$ cat config.mk
export PLATFORM = sky130hd
export DESIGN_NAME = unified_mem_arbiter
export DESIGN_NICKNAME = d
export VERILOG_FILES = /design/src/rtl/unified_mem_arbiter.sv
export SDC_FILE = /design/constraint.sdc
export NUM_CORES = 1
export LEC_CHECK = 0
export BUFFER_PORTS_ARGS = -buffer_cell sky130_fd_sc_hd__buf_2
export CAP_MARGIN = 20
export CORE_AREA = 2 2 120 122
export DETAILED_ROUTE_END_ITERATION = 12
export DIE_AREA = 0 0 122 124
export PLACE_DENSITY = 0.64
export SYNTH_ARGS = -nofsm -noshare
export SYNTH_HDL_FRONTEND = slang
export SYNTH_SLANG_ARGS = --single-unit
export TNS_END_PERCENT = 100
$ cat constraint.sdc
create_clock -name clk -period 4.2 [get_ports clk]
set_clock_uncertainty 0.15 [all_clocks]
set_input_delay 0.63 -clock clk [delete_from_list [all_inputs] [get_ports clk]]
set_output_delay 0.63 -clock clk [all_outputs]
set_load 0.05 [all_outputs]
$ cat src/rtl/unified_mem_arbiter.sv
// Single-port RAM arbiter shared by instruction fetch and data access.
// Data has priority; a streak guard bounds how long a fetch can starve.
module unified_mem_arbiter #(
   parameter int STARVE_LIMIT = 4,
   parameter int CNT_W        = 32
) (
   input  logic             clk,
   input  logic             reset,
   input  logic [31:0]      imem_addr,
   input  logic             imem_ena,
   output logic             imem_gnt,
   output logic             imem_rvalid,
   output logic [31:0]      imem_rdata,
   input  logic [31:0]      dmem_addr,
   input  logic [31:0]      dmem_wdata,
   input  logic [3:0]       dmem_wen,
   input  logic             dmem_ena,
   output logic             dmem_gnt,
   output logic             dmem_rvalid,
   output logic [31:0]      dmem_rdata,
   output logic [31:0]      mem_addr,
   output logic [31:0]      mem_dout,
   input  logic [31:0]      mem_din,
   output logic             mem_ena,
   output logic [3:0]       mem_wen,
   output logic [CNT_W-1:0] stall_cnt
);

   localparam int SW = (STARVE_LIMIT > 0) ? $clog2(STARVE_LIMIT + 1) : 1;
   localparam logic [SW-1:0] LIM = SW'(STARVE_LIMIT);

   typedef enum logic [1:0] {
      RSP_NONE = 2'd0,
      RSP_IMEM = 2'd1,
      RSP_DMEM = 2'd2
   } rsp_t;

   rsp_t          rsp;
   rsp_t          rsp_nxt;
   logic [SW-1:0] streak;
   logic [SW-1:0] streak_nxt;
   logic          starve;
   logic          d_rd;
   logic [31:0]   imem_hold;
   logic [31:0]   dmem_hold;

   assign starve   = (STARVE_LIMIT > 0) && (streak == LIM);
   assign dmem_gnt = dmem_ena & ~(imem_ena & starve);
   assign imem_gnt = imem_ena & ~dmem_gnt;
   assign mem_ena  = imem_gnt | dmem_gnt;

   always_ff @(posedge clk or posedge reset) begin
      if (reset) rsp <= RSP_NONE;
      else       rsp <= rsp_nxt;
   end

   always_comb begin
      rsp_nxt  = RSP_NONE;
      mem_addr = '0;
      mem_dout = '0;
      mem_wen  = '0;
      unique case (1'b1)
         dmem_gnt: begin
            rsp_nxt  = RSP_DMEM;
            mem_addr = dmem_addr;
            mem_dout = dmem_wdata;
            mem_wen  = dmem_wen;
         end
         imem_gnt: begin
            rsp_nxt  = RSP_IMEM;
            mem_addr = imem_addr;
         end
         default: ;
      endcase
   end

   // Streak only counts data wins that actually blocked a pending fetch.
   always_comb begin
      streak_nxt = streak;
      if (imem_gnt || !imem_ena)
         streak_nxt = '0;
      else if (dmem_gnt && streak != LIM)
         streak_nxt = streak + 1'b1;
   end

   assign imem_rvalid = (rsp == RSP_IMEM);
   assign dmem_rvalid = (rsp == RSP_DMEM);
   assign imem_rdata  = imem_rvalid ? mem_din : imem_hold;
   assign dmem_rdata  = (dmem_rvalid && d_rd) ? mem_din : dmem_hold;

   always_ff @(posedge clk or posedge reset) begin
      if (reset) begin
         streak    <= '0;
         d_rd      <= 1'b0;
         imem_hold <= '0;
         dmem_hold <= '0;
         stall_cnt <= '0;
      end else begin
         streak <= streak_nxt;
         if (dmem_gnt)
            d_rd <= (dmem_wen == 4'b0);
         if (imem_rvalid)
            imem_hold <= mem_din;
         if (dmem_rvalid && d_rd)
            dmem_hold <= mem_din;
         if (imem_ena && !imem_gnt && stall_cnt != '1)
            stall_cnt <= stall_cnt + 1'b1;
      end
   end

endmodule

==> results by group <==
CTS
  – Htree depth: 3
  – Root buf cell: clkbuf_16
  – Clk sinks: 102
  – Max Root-Sink Buffers: 2
  – Post-CTS resize count: 0
  – # Post-CTS Setup Buffers: 0
  – CTS tree: done
  – Inserted Clock Buffers: 9
  – Cts hold-fix bufs: 0
  – Clock-pin transition on the worst setup and hold timing paths: approximately 0.07 ns
  – Clock latency at the later pin of the worst-skew pair: around 0.34 ns

Yosys
  – Syn Nets: 588
  – Synth cell count leaders: dfrtp_1 (102), nand2_1 (76), mux2_2 (65)
  – Synthesized flop and latch total: 102
  – Seq/Total Area, Yosys: 0.523
  – Synth Warn #: 0
  – Post-Synthesis Cell Area: 4880 µm²
  – Count leader, synth: dfrtp_1
  – Synth top area cells: dfrtp_1 (52%), mux2_2 (15%), nand2_1 (5.8%), and2_1 (4.6%), o21ai_0 (3.3%)
  – Top cell type's share of synthesized area: 0.523
  – Dominant cell type by area after synthesis: dfrtp_1
  – Number of enable flip-flop cells after synthesis: 0
  – Synth unique cells: 35
  – Async SR Flop Fraction: 1.00
  – Mapped Cells: about 450
  – Ys flop type: dfrtp_1
  – Post-synthesis average cell area: 10.9 µm²

Global routing
  – Total track usage: 0.189
  – Vias in the first global route: 4,225
  – Antenna violations before repair: 0
  – First-pass GRT wire length: 22,100 µm
  – Largest net degree at the start of global routing: roughly 100
  – Congestion Overflow GR: 0

Cells and area
  – Final Instance Area: 6900 µm²
  – Layout fillers: about 1,300
  – Layout cell share with drive strength beyond 1: 0.533
  – Area Overhead vs Synth: 41.4%
  – Layout net count: 885
  – N_diodes: 0

Timing
  – Tmin final: 3.30 ns
  – Setup tns final: 0 ns
  – Final Cycle Share: 0.787
  – Setup-failing EPs final: 0
  – Setup WS post-layout: 0.896 ns
  – FMAX: approximately 300 MHz
  – Final hold viol count: 0
  – Actual slew at the worst max-slew pin: 0.878 ns
  – Max-slew violation total from the final report: 0
  – Final hold slack: between 0.3 and 0.4 ns
  – Relative slew margins: 0.415
  – RSZ-0062 raised after global routing: no

Placement
  – GPL Wtd Cong: roughly 0.98
  – DP Area: 6590 µm²
  – Final HPWL DP: 11,900 µm
  – Pre-CTS WS: 1.13 ns
  – Buffers on Ports: 304

Critical path
  – Crit path max fanout: about 100
  – CP Class: register to output port
  – CP Data Arrival Time: 2.52 ns
  – Crit start category: register
  – CP Capture Type: output port
  – Req. time, crit path: 3.42 ns

Floorplan
  – Core Box Area: roughly 14,000 µm²
  – Cell row count: 43
  – Die area: approximately 15,000 µm²
  – Die X: 122 µm
  – Initial core utilization: 0.356
  – Ports: 305
  – Die Ht: 124 µm

Power
  – Max IR drop VDD: 0.000194 V
  – Pwr/cell area: a little over 500 nW/µm²
  – P_leak: around 3.6 nW
  – Total power draw: 3.56 mW

Route
  – DRC: 0
  – Final wirelength: 15,100 µm
  – Average wire per standard cell: 16.2 µm
  – Top Layer Used: met4
  – Initial DRC count: 202
  – Via density: 4.83
  – Metal2 WL: between 7000 and 8000 µm
  – Routed Antenna Nets: 0
  – Router iterations before antenna repair: 5
  – Metal-1 WL: 5770 µm
  – Vias: 4,493
  – Met3 WL post-DR: 1050 µm

Worst hold path
  – Hold Crit Class: register to register

Run status
  – Status: finished, final reports clean

Job
  – Max-cap viol count: 0
## critical path: stages (launching register included)
cell and delay (ns):
dfrtp_1 0.37, inv_1 0.05, ha_1 0.24, a31oi_4 0.18, buf_4 0.61, o21ai_0 0.37, buf_2 0.31
## cells in the final DEF, fill, tap and decap left out, types with 3 or more instances in the layout
| cell | n |
|---|---|
| buf_2 | 304 |
| dfrtp_1 | 102 |
| nand2_1 | 76 |
| mux2_2 | 65 |
| and2_1 | 36 |
| o21ai_0 | 32 |
| xnor2_1 | 17 |
| xor2_1 | 13 |
| nand4_1 | 12 |
| nand3_1 | 12 |
| nor2_1 | 12 |
| clkbuf_16 | 9 |
| nor3_1 | 8 |
| inv_1 | 6 |
| buf_4 | 5 |
| and3_1 | 4 |
| and4_1 | 3 |
| nor2b_1 | 3 |
| nand2b_1 | 3 |
| ha_1 | 3 |
## registers in the layout (all words and copies together) (netlist names)
register	count
dmem_hold	32
imem_hold	32
rsp	2
d_rd	1
streak	3
stall_cnt	32
## final timing paths
| kind | start | endpoint | slack, ns | cells past startpoint |
|---|---|---|---|---|
| max reg2reg | stall_cnt[0] | stall_cnt[30] | 1.83 | 6 |
| max | streak[0] | mem_addr[16] | 0.90 | 6 |
| min | streak[0] | streak[0] | 0.32 | 1 |
| min in group asynchronous | reset | stall_cnt[16] | 0.33 | 2 |
| max in group asynchronous | reset | dmem_hold[21] | 2.63 | 3 |
| min reg2reg | streak[0] | streak[0] | 0.32 | 1 |
## metal layers
layer,vias up,track usage
li1,2119,-
met1,2128,0.220
met2,218,0.336
met3,28,0.0380
met4,0,0.0869
met5,-,0
## power breakdown
part	total (mW)	internal (mW)	switching (mW)	leakage, nW
Combinational	1.45	0.360	1.09	2.23
Clock	0.872	0.524	0.348	0.150
Sequential	1.23	1.16	0.0715	1.26
Total	3.56	2.04	1.51	3.64
## stage by stage
stage | std cells | utilization
finish | 931 | 0.503
global route | 931 | 0.503
CTS | 931 | 0.503
detailed placement | 915 | 0.480
global placement | 915 | 0.480
floorplan | 449 | -
## final cells by class
cell class,count,area (µm²),share of cell area
Multi-Input combinational cell,317,2220,0.322
Clock inverter,5,81.3,0.0118
Inverter,7,28.8,0.00417
Tap cell,180,225,0.0326
Clock buffer,11,233,0.0337
Timing Repair Buffer,309,1560,0.226
Sequential cell,102,2550,0.370
## cells by family after synthesis
family,after synthesis,synth area share
adders and majority gates,3,0.00769
DFF,102,0.523
muxes,66,0.152
xor gates and xnor gates,30,0.0538
AOI/OAI and AO/OA,39,0.0461
buffers and inverters,30,0.0249
and+or+nand+nor,179,0.192
(Power assumes the default switching activity.)
